[config.mk]
export PLATFORM = sky130hd
export DESIGN_NAME = execute_stage
export DESIGN_NICKNAME = d
export VERILOG_FILES = /design/src/rtl/riscv_pkg.sv /design/src/rtl/alu.sv /design/src/rtl/execute_stage.sv
export SDC_FILE = /design/constraint.sdc
export NUM_CORES = 1
export LEC_CHECK = 0
export BUFFER_PORTS_ARGS = -buffer_cell sky130_fd_sc_hd__buf_2
export CELL_PAD_IN_SITES_DETAIL_PLACEMENT = 1
export CELL_PAD_IN_SITES_GLOBAL_PLACEMENT = 1
export CORE_UTILIZATION = 40
export CTS_BUF_LIST = sky130_fd_sc_hd__clkbuf_8
export CTS_CLUSTER_SIZE = 20
export DETAILED_ROUTE_END_ITERATION = 16
export PLACE_DENSITY = 0.78
export SYNTH_ARGS = -nofsm -noshare
export SYNTH_HDL_FRONTEND = slang
export SYNTH_HIERARCHICAL = 1
export SYNTH_SLANG_ARGS = --single-unit
[constraint.sdc]
create_clock -name i_clk -period 16.35 [get_ports i_clk]
set_clock_uncertainty 0.2 [all_clocks]
set_input_delay 1.635 -clock i_clk [delete_from_list [all_inputs] [get_ports i_clk]]
set_output_delay 1.635 -clock i_clk [all_outputs]
set_load 0.02 [all_outputs]
[src/rtl/riscv_pkg.sv]
// Shared RV32I execute-stage types: ALU opcodes, forward selects and branch funct3 codes.
package riscv_pkg;

   typedef enum logic [3:0] {
      ALU_ADD  = 4'd0,
      ALU_SUB  = 4'd1,
      ALU_AND  = 4'd2,
      ALU_OR   = 4'd3,
      ALU_XOR  = 4'd4,
      ALU_SLT  = 4'd5,
      ALU_SLTU = 4'd6,
      ALU_SLL  = 4'd7,
      ALU_SRL  = 4'd8,
      ALU_SRA  = 4'd9,
      ALU_PASS = 4'd10,
      ALU_MUL  = 4'd11
   } alu_op_e;

   typedef enum logic [1:0] {
      FWD_RF   = 2'b00,
      FWD_WB   = 2'b01,
      FWD_MEM  = 2'b10,
      FWD_RSVD = 2'b11
   } fwd_sel_e;

   localparam logic [2:0] F3_BEQ  = 3'b000;
   localparam logic [2:0] F3_BNE  = 3'b001;
   localparam logic [2:0] F3_BLT  = 3'b100;
   localparam logic [2:0] F3_BGE  = 3'b101;
   localparam logic [2:0] F3_BLTU = 3'b110;
   localparam logic [2:0] F3_BGEU = 3'b111;

endpackage

[src/rtl/alu.sv]
// Combinational RV32I ALU. The multiply opcode is only built when EXECUTE_MUL_EN is defined.
module alu
   import riscv_pkg::*;
#(
   parameter int P_DATA_WIDTH = 32
) (
   input  logic [P_DATA_WIDTH-1:0] i_a,
   input  logic [P_DATA_WIDTH-1:0] i_b,
   input  logic [3:0]              i_op,
   output logic [P_DATA_WIDTH-1:0] o_result
);

   alu_op_e    op_s;
   logic [4:0] shamt_s;

   assign op_s    = alu_op_e'(i_op);
   assign shamt_s = i_b[4:0];

   // Opcode decode; undefined opcodes fall through to zero.
   always_comb begin
      o_result = '0;
      case (op_s)
         ALU_ADD:  o_result = i_a + i_b;
         ALU_SUB:  o_result = i_a - i_b;
         ALU_AND:  o_result = i_a & i_b;
         ALU_OR:   o_result = i_a | i_b;
         ALU_XOR:  o_result = i_a ^ i_b;
         ALU_SLT:  o_result[0] = ($signed(i_a) < $signed(i_b));
         ALU_SLTU: o_result[0] = (i_a < i_b);
         ALU_SLL:  o_result = i_a << shamt_s;
         ALU_SRL:  o_result = i_a >> shamt_s;
         ALU_SRA:  o_result = $signed(i_a) >>> shamt_s;
         ALU_PASS: o_result = i_b;
`ifdef EXECUTE_MUL_EN
         ALU_MUL:  o_result = i_a * i_b;
`else
         ALU_MUL:  o_result = '0;
`endif
         default:  o_result = '0;
      endcase
   end

endmodule

[src/rtl/execute_stage.sv]
// RV32I execute stage: forwarding, ALU, branch resolution and the EX/MEM register.
// Optional single-cycle multiply is enabled by defining EXECUTE_MUL_EN (see alu).
module execute_stage
   import riscv_pkg::*;
#(
   parameter int P_DATA_WIDTH = 32,
   parameter int P_PC_WIDTH   = 11
) (
   input  logic                    i_clk,
   input  logic                    i_rst,
   input  logic                    i_regwrite_e,
   input  logic                    i_memwrite_e,
   input  logic                    i_jump_e,
   input  logic                    i_branch_e,
   input  logic                    i_jalr_e,
   input  logic                    i_alusrc_e,
   input  logic [1:0]              i_resultsrc_e,
   input  logic [3:0]              i_alucontrol_e,
   input  logic [2:0]              i_funct3_e,
   input  logic [P_DATA_WIDTH-1:0] i_rd1_e,
   input  logic [P_DATA_WIDTH-1:0] i_rd2_e,
   input  logic [P_DATA_WIDTH-1:0] i_imm_ext_e,
   input  logic [P_PC_WIDTH-1:0]   i_pc_e,
   input  logic [P_PC_WIDTH-1:0]   i_pc4_e,
   input  logic [4:0]              i_rd_addr_e,
   input  logic [1:0]              i_forward_a_e,
   input  logic [1:0]              i_forward_b_e,
   input  logic [P_DATA_WIDTH-1:0] i_result_w,
   input  logic                    i_stall_m,
   input  logic                    i_flush_m,
   output logic                    o_pcsrc_e,
   output logic [P_PC_WIDTH-1:0]   o_pc_target_e,
   output logic                    o_regwrite_m,
   output logic                    o_memwrite_m,
   output logic [1:0]              o_resultsrc_m,
   output logic [P_DATA_WIDTH-1:0] o_alu_result_m,
   output logic [P_DATA_WIDTH-1:0] o_write_data_m,
   output logic [4:0]              o_rd_addr_m,
   output logic [P_PC_WIDTH-1:0]   o_pc4_m
);

   logic [P_DATA_WIDTH-1:0] src_a_s, fwd_b_s, src_b_s, alu_result_s;
   logic [P_PC_WIDTH-1:0]   jalr_sum_s;
   logic                    cond_s;

   logic                    regwrite_d,   regwrite_q;
   logic                    memwrite_d,   memwrite_q;
   logic [1:0]              resultsrc_d,  resultsrc_q;
   logic [P_DATA_WIDTH-1:0] alu_result_d, alu_result_q;
   logic [P_DATA_WIDTH-1:0] write_data_d, write_data_q;
   logic [4:0]              rd_addr_d,    rd_addr_q;
   logic [P_PC_WIDTH-1:0]   pc4_d,        pc4_q;

   // Forward select 10 reads the EX/MEM register itself, which stays correct while it is stalled.
   always_comb begin
      src_a_s = i_rd1_e;
      case (fwd_sel_e'(i_forward_a_e))
         FWD_WB:  src_a_s = i_result_w;
         FWD_MEM: src_a_s = alu_result_q;
         default: src_a_s = i_rd1_e;
      endcase
   end

   always_comb begin
      fwd_b_s = i_rd2_e;
      case (fwd_sel_e'(i_forward_b_e))
         FWD_WB:  fwd_b_s = i_result_w;
         FWD_MEM: fwd_b_s = alu_result_q;
         default: fwd_b_s = i_rd2_e;
      endcase
   end

   assign src_b_s = i_alusrc_e ? i_imm_ext_e : fwd_b_s;

   alu #(.P_DATA_WIDTH(P_DATA_WIDTH)) u_alu (
      .i_a      (src_a_s),
      .i_b      (src_b_s),
      .i_op     (i_alucontrol_e),
      .o_result (alu_result_s)
   );

   always_comb begin
      cond_s = 1'b0;
      case (i_funct3_e)
         F3_BEQ:  cond_s = (src_a_s == fwd_b_s);
         F3_BNE:  cond_s = (src_a_s != fwd_b_s);
         F3_BLT:  cond_s = ($signed(src_a_s) <  $signed(fwd_b_s));
         F3_BGE:  cond_s = ($signed(src_a_s) >= $signed(fwd_b_s));
         F3_BLTU: cond_s = (src_a_s <  fwd_b_s);
         F3_BGEU: cond_s = (src_a_s >= fwd_b_s);
         default: cond_s = 1'b0;
      endcase
   end

   assign o_pcsrc_e  = i_jump_e | (i_branch_e & cond_s);
   assign jalr_sum_s = src_a_s[P_PC_WIDTH-1:0] + i_imm_ext_e[P_PC_WIDTH-1:0];

   always_comb begin
      if (i_jalr_e) begin
         o_pc_target_e = jalr_sum_s & {{(P_PC_WIDTH-1){1'b1}}, 1'b0};
      end else begin
         o_pc_target_e = i_pc_e + i_imm_ext_e[P_PC_WIDTH-1:0];
      end
   end

   // Next EX/MEM contents: flush beats stall beats load; reset is applied in the flop block.
   always_comb begin
      regwrite_d   = i_regwrite_e;
      memwrite_d   = i_memwrite_e;
      resultsrc_d  = i_resultsrc_e;
      alu_result_d = alu_result_s;
      write_data_d = fwd_b_s;
      rd_addr_d    = i_rd_addr_e;
      pc4_d        = i_pc4_e;
      if (i_flush_m) begin
         regwrite_d   = 1'b0;
         memwrite_d   = 1'b0;
         resultsrc_d  = 2'b00;
         alu_result_d = '0;
         write_data_d = '0;
         rd_addr_d    = 5'd0;
         pc4_d        = '0;
      end else if (i_stall_m) begin
         regwrite_d   = regwrite_q;
         memwrite_d   = memwrite_q;
         resultsrc_d  = resultsrc_q;
         alu_result_d = alu_result_q;
         write_data_d = write_data_q;
         rd_addr_d    = rd_addr_q;
         pc4_d        = pc4_q;
      end else begin
         regwrite_d   = i_regwrite_e;
         memwrite_d   = i_memwrite_e;
      end
   end

   always_ff @(posedge i_clk) begin
      if (i_rst) begin
         regwrite_q   <= 1'b0;
         memwrite_q   <= 1'b0;
         resultsrc_q  <= 2'b00;
         alu_result_q <= '0;
         write_data_q <= '0;
         rd_addr_q    <= 5'd0;
         pc4_q        <= '0;
      end else begin
         regwrite_q   <= regwrite_d;
         memwrite_q   <= memwrite_d;
         resultsrc_q  <= resultsrc_d;
         alu_result_q <= alu_result_d;
         write_data_q <= write_data_d;
         rd_addr_q    <= rd_addr_d;
         pc4_q        <= pc4_d;
      end
   end

   assign o_regwrite_m   = regwrite_q;
   assign o_memwrite_m   = memwrite_q;
   assign o_resultsrc_m  = resultsrc_q;
   assign o_alu_result_m = alu_result_q;
   assign o_write_data_m = write_data_q;
   assign o_rd_addr_m    = rd_addr_q;
   assign o_pc4_m        = pc4_q;

endmodule

# Word-level counts from Yosys, hierarchy flattened
# Index checks and enable logic that the tools add are counted.
# Widths: inputs -> output; s select.
[totals]
register_bits = 84
in_bits = 178
out_inout_bits = 96
elab_cells = 56
[op_classes]
n_addsub = 4
n_lt_le_gt_ge = 6
eq_ne = 21
shifts = 3
mux = 7
bitwise_logic = 5
reduce_logical = 3
[op_table]
columns = ["op", "n"]
rows = [
  ["$pmux 31 s9", 1],
  ["$lt 32x32->1", 4],
  ["$pmux 32 s2", 2],
  ["$ge 32x32->1", 2],
  ["$add 32x32->32", 1],
  ["$and 32x32->32", 1],
  ["$eq 32x32->1", 1],
  ["$mux 32", 1],
  ["$ne 32x32->1", 1],
  ["$or 32x32->32", 1],
  ["$shl 32x5->32", 1],
  ["$shr 32x5->32", 1],
  ["$sshr 32x5->32", 1],
  ["$sub 32x32->32", 1],
  ["$xor 32x32->32", 1],
  ["$add 11x11->11", 2],
  ["$eq 4x3->1 const B", 4],
  ["$eq 3x3->1 const B", 4],
  ["$eq 4x4->1 const B", 3],
  ["$mux 11", 1],
  ["$pmux 1 s11", 1],
  ["$eq 4x2->1 const B", 2],
  ["$pmux 1 s6", 1],
  ["$eq 2x1->1 const B", 2],
  ["other kinds (8)", 9],
]

# Logic depth before layout (Yosys ltp)
[depth]
word_depth = 6
ltp_mapped = 23
depth_no_buf = 19

# By module
# Netlist, hierarchy kept.
[by_module_without_submodules]
columns = ["mod", "n_inst", "cells_per_inst", "area_each_um2", "seq_area_each_um2"]
rows = [
  ["alu", 1, 1309, 8700.8, 0.0],
  ["execute_stage", 1, 837, 6182.2, 1681.6],
]

# Worst setup path before layout
# Ideal clock, no wire load.
[synth_path]
path_type = "input to output"
from = "in i_forward_a_e[0]"
to = "out o_pcsrc_e"
t_arrival_ps = 4951
required_time_ps = 14515
slack_ps = 9564
cell_stages = 11
path_buffers = 2
path_cell_list = "inv_1 ha_1 clkbuf_1 clkbuf_1 o21ai_0 ha_1 nand4_1 or4_1 nor2_1 o311ai_0 o311ai_1"
[synth_between]
elab_chain_cells = 6
word_cells_on_any_way = 12
classes_between = "order compare: 4; eq/ne: 4; mux: 2; bitwise: 2"
[synth_lines]
columns = ["item", "line", "text"]
rows = [
  ["start, declared", "execute_stage.sv:26", "input logic [1:0] i_forward_a_e,"],
  ["$eq 2x2->1 or $eq 2x1->1 (tied branches)", "execute_stage.sv:57", "case (fwd_sel_e'(i_forward_a_e))"],
  ["$pmux 32 s2 *", "execute_stage.sv:57", ""],
  ["net src_a_s[1]", "execute_stage.sv:42", "logic [P_DATA_WIDTH-1:0] src_a_s, fwd_b_s, src_b_s, alu_result_s;"],
  ["$ge 32x32->1, or another cell as far along", "execute_stage.sv:90", "F3_BGEU: cond_s = (src_a_s >= fwd_b_s);"],
  ["$pmux 1 s6 *", "execute_stage.sv:84", "case (i_funct3_e)"],
  ["$and 1x1->1 *", "execute_stage.sv:95", "assign o_pcsrc_e = i_jump_e | (i_branch_e & cond_s);"],
  ["$or 1x1->1 *", "execute_stage.sv:95", ""],
  ["end, declared", "execute_stage.sv:31", "output logic o_pcsrc_e,"],
]
# The timed path passes the listed nets; every way through them passes the cells marked *.

# Final worst setup path
# Ends and elaborated chain as after synthesis.

==> results by group <==
Timing
  – Maximum clock frequency: about 130 MHz
  – Slew headroom: ~16%
  – Final count of hold timing violations: 0
  – Final period utilization: 46.5%
  – Setup repair after global routing missed its margin: false
  – Slew Limit Fails: 0
  – Post-route setup TNS: 0 ps
  – Final setup violation count: 0
  – Clock period minus final worst setup slack: 7600 ps
  – Worst Max-Slew Pin Slew: 1240 ps

Clock network
  – Worst-Skew Late Latency: 410 ps
  – Maximum buffer depth of the clock tree: 2
  – Hold buffer count at CTS: 0
  – Clock-pin slew of the registers on the worst-case setup and hold paths: approximately 100 ps
  – H-tree level count: 3
  – TritonCTS sink count: 84
  – Post-CTS Repair Setup Buffers: 0
  – Number of gates resized after CTS: 0
  – Clock tree from TritonCTS: yes
  – TritonCTS buffer count: 9
  – CTS Root Buffer Type: sky130_fd_sc_hd__clkbuf_8

Cells and area
  – Fin area: 16800 um2
  – Net count reported at finish: ~2.7k
  – Commonest cells after routing, fill and taps aside: 329 x sky130_fd_sc_hd__nor2_1, 273 x sky130_fd_sc_hd__buf_2, 218 x sky130_fd_sc_hd__a21oi_1
  – Most common cell after layout, fill and taps aside: sky130_fd_sc_hd__nor2_1
  – Fill cell total of the finished layout: 4813
  – Syn-to-layout area delta: 13.0%
  – Antenna diodes: 0
  – Fraction of layout cells with a size suffix above 1: a little under a fifth

Setup path
  – Endpoint arrival time on the critical path: 5770 ps
  – Critical Path Max Stage Delay: 930 ps
  – Sort of element at the end of the critical path: primary output
  – Worst path required time: around 15000 ps
  – Crit-path cells: buf_2 > inv_1 > ha_2 > a22oi_1 > o21ai_0 > ha_1 > nand4_1 > or4_4 > nor3_2 > a41oi_1 > o21a_1 > o311ai_1 > buf_2
  – Crit start category: input pin
  – Master of the slowest instance on the critical path: sky130_fd_sc_hd__o21ai_0
  – Critical path type: input pin to primary output
  – Cell type with the highest occurrence count on the critical path: sky130_fd_sc_hd__buf_2
  – Critical path fanouts, max: 32

Detailed routing
  – Vias after detailed routing: between 15k and 20k
  – Antenna Nets Post-Route: 0
  – Total Wirelength: 76.6 mm
  – Number of optimization iterations in the first detailed-route pass: 6
  – Number of violations reported at the end of detailed-routing iteration 0: between 1.5k and 2k
  – Number of vias per cell: between 6 and 7
  – Per-cell routed wire length: 27.4 um
  – Number of remaining DRC errors: 0

GRT
  – Largest net degree at the start of global routing: 85
  – GRT Util Overall: 39.1%
  – Via count of the first global-routing pass: 18.5k
  – Wire length of the first global-routing pass: 114 mm
  – Number of antenna violations at the first check in global routing: 1
  – Total global routing overflow: 0

Placement
  – Count of buffers from port buffering: ~270
  – Placed wire-length estimate: 58.3 mm
  – Placed standard-cell area: 16600 um2
  – GP Congestion: 1.02

Synth
  – Library cells used by synthesis: 86
  – Ys Warns: 6
  – Part of the Yosys area used for sequential elements: a little under an eighth
  – Commonest register cell after synthesis: sky130_fd_sc_hd__dfxtp_1
  – Synth Area per Inst: slightly below 7 um2
  – Area of the mapped netlist: about 15000 um2
  – Fraction of registers with async set/reset: 0%
  – Mapped Cells: 2146
  – Number of nets in the synthesized netlist: 2480
  – Number of flops mapped to enable cells by yosys: 0
  – Yosys reg bits: 84

Floorplan
  – Height of the chip: 195 um
  – Core area: ~37000 um2
  – Initial standard-cell utilization of the core: 40.7%
  – Number of top-level pins: roughly 270
  – DIE WIDTH: around 200 um
  – Number of placement rows: 70
  – Die ar.: 38000 um2

Run
  – Max capacitance violation total: 0

Pwr
  – Lkg Pwr: 7.42 nW
  – Worst IR drop on VDD: roughly 0.000045 V
  – Total power divided by cell area: 69.2 nW/um2

Hold path
  – Path class of the lowest-slack min-delay path: flop to flop

Outcome
  – Run status: complete, no violations
[per-layer routing]
layer | part of all wire [%] | track usage, %
met3 | 8.3 | 7.65
met4 | 8.0 | 28.9
met5 | 0 | 0
met2 | 46 | 63.5
met1 | 38 | 45.7
[power breakdown]
part / total [mW] / leakage, nW / switching [mW] / internal, mW
clock: 0.155 / 0.0783 / 0.0993 / 0.0559
sequential: 0.218 / 0.682 / 0.00683 / 0.212
combinational: 0.791 / 6.66 / 0.526 / 0.265
[worst max-delay path, delay by kind of cell]
family | cells | cell delay [ps]
AOI/OAI and AO/OA | 5 | 1780
and+or+nand+nor | 3 | 980
buffers and inverters | 3 | 400
adders and majority gates | 2 | 940
[Yosys cell counts (28+ instances only)]
cell / instances / area (um2)
sky130_fd_sc_hd__ha_1: 152 / 1900
sky130_fd_sc_hd__clkbuf_1: 90 / 338
sky130_fd_sc_hd__a211oi_1: 28 / 210
sky130_fd_sc_hd__nor2_1: 332 / 1250
sky130_fd_sc_hd__o21ai_0: 181 / 906
sky130_fd_sc_hd__inv_1: 112 / 420
sky130_fd_sc_hd__mux2i_1: 98 / 981
sky130_fd_sc_hd__a21oi_1: 218 / 1090
sky130_fd_sc_hd__nand3_1: 35 / 175
sky130_fd_sc_hd__nor3_1: 41 / 205
sky130_fd_sc_hd__buf_1: 33 / 124
sky130_fd_sc_hd__a22oi_1: 75 / 563
sky130_fd_sc_hd__nand2_1: 181 / 679
sky130_fd_sc_hd__mux4_2: 31 / 698
sky130_fd_sc_hd__dfxtp_1: 84 / 1680
[per-stage QoR]
step                      total power [mW]  cells  hold WS [ps]  utilization [%]  setup slack (ps)
after floorplan                      0.726   2146           390                -              9560
after global placement               0.968   2781           268             45.4              8740
after detailed placement             0.985   2781           277             45.4              8620
after CTS                             1.14   2796           301             45.9              8620
after global routing                  1.22   2798           329             45.9              8490
final                                 1.16   2798           298             45.9              8750
[cell families (layout without fill, tap and decap cells)]
kind of cell | Yosys count | after routing | share of synthesized area (%)
flip-flops | 84 | 84 | 11.3
XOR/XNOR | 30 | 30 | 1.77
AO/OA/AOI/OAI | 754 | 754 | 32.7
buffers and inverters | 272 | 456 | 7.56
multiplexers | 144 | 144 | 12.7
adder cells (fa/ha/maj) | 156 | 156 | 13.3
AND/OR/NAND/NOR | 706 | 706 | 20.7
[flip-flops by register name, summed over array words and instances, names as in the netlist]
register	flops
o_alu_result_m	32
o_memwrite_m	1
o_pc4_m	11
o_rd_addr_m	5
o_regwrite_m	1
o_resultsrc_m	2
o_write_data_m	32
[final timing paths]
check                                        start            endpoint  slack (ps)  depth (start not counted)
worst max-delay path              i_forward_a_e[0]           o_pcsrc_e        8750                         13
worst min-delay path            o_write_data_m[28]  o_write_data_m[28]         300                          2
worst max register to register   o_alu_result_m[0]  o_alu_result_m[24]       10700                         17
worst min register to register  o_write_data_m[28]  o_write_data_m[28]         300                          2
[area by class of cell]
| cell class | instances | area (um2) | share of cell area (%) |
|---|---|---|---|
| Timing Repair Buffer | 328 | 1780 | 10.6 |
| Multi-Input combinational cell | 1790 | 12200 | 72.4 |
| Clock inverter | 6 | 48.8 | 0.290 |
| Tap cell | 468 | 586 | 3.48 |
| Sequential cell | 84 | 1680 | 10.0 |
| Clock buffer | 9 | 124 | 0.737 |
| Inverter | 113 | 424 | 2.52 |
No activity file was read; power rests on OpenSTA's default activity.
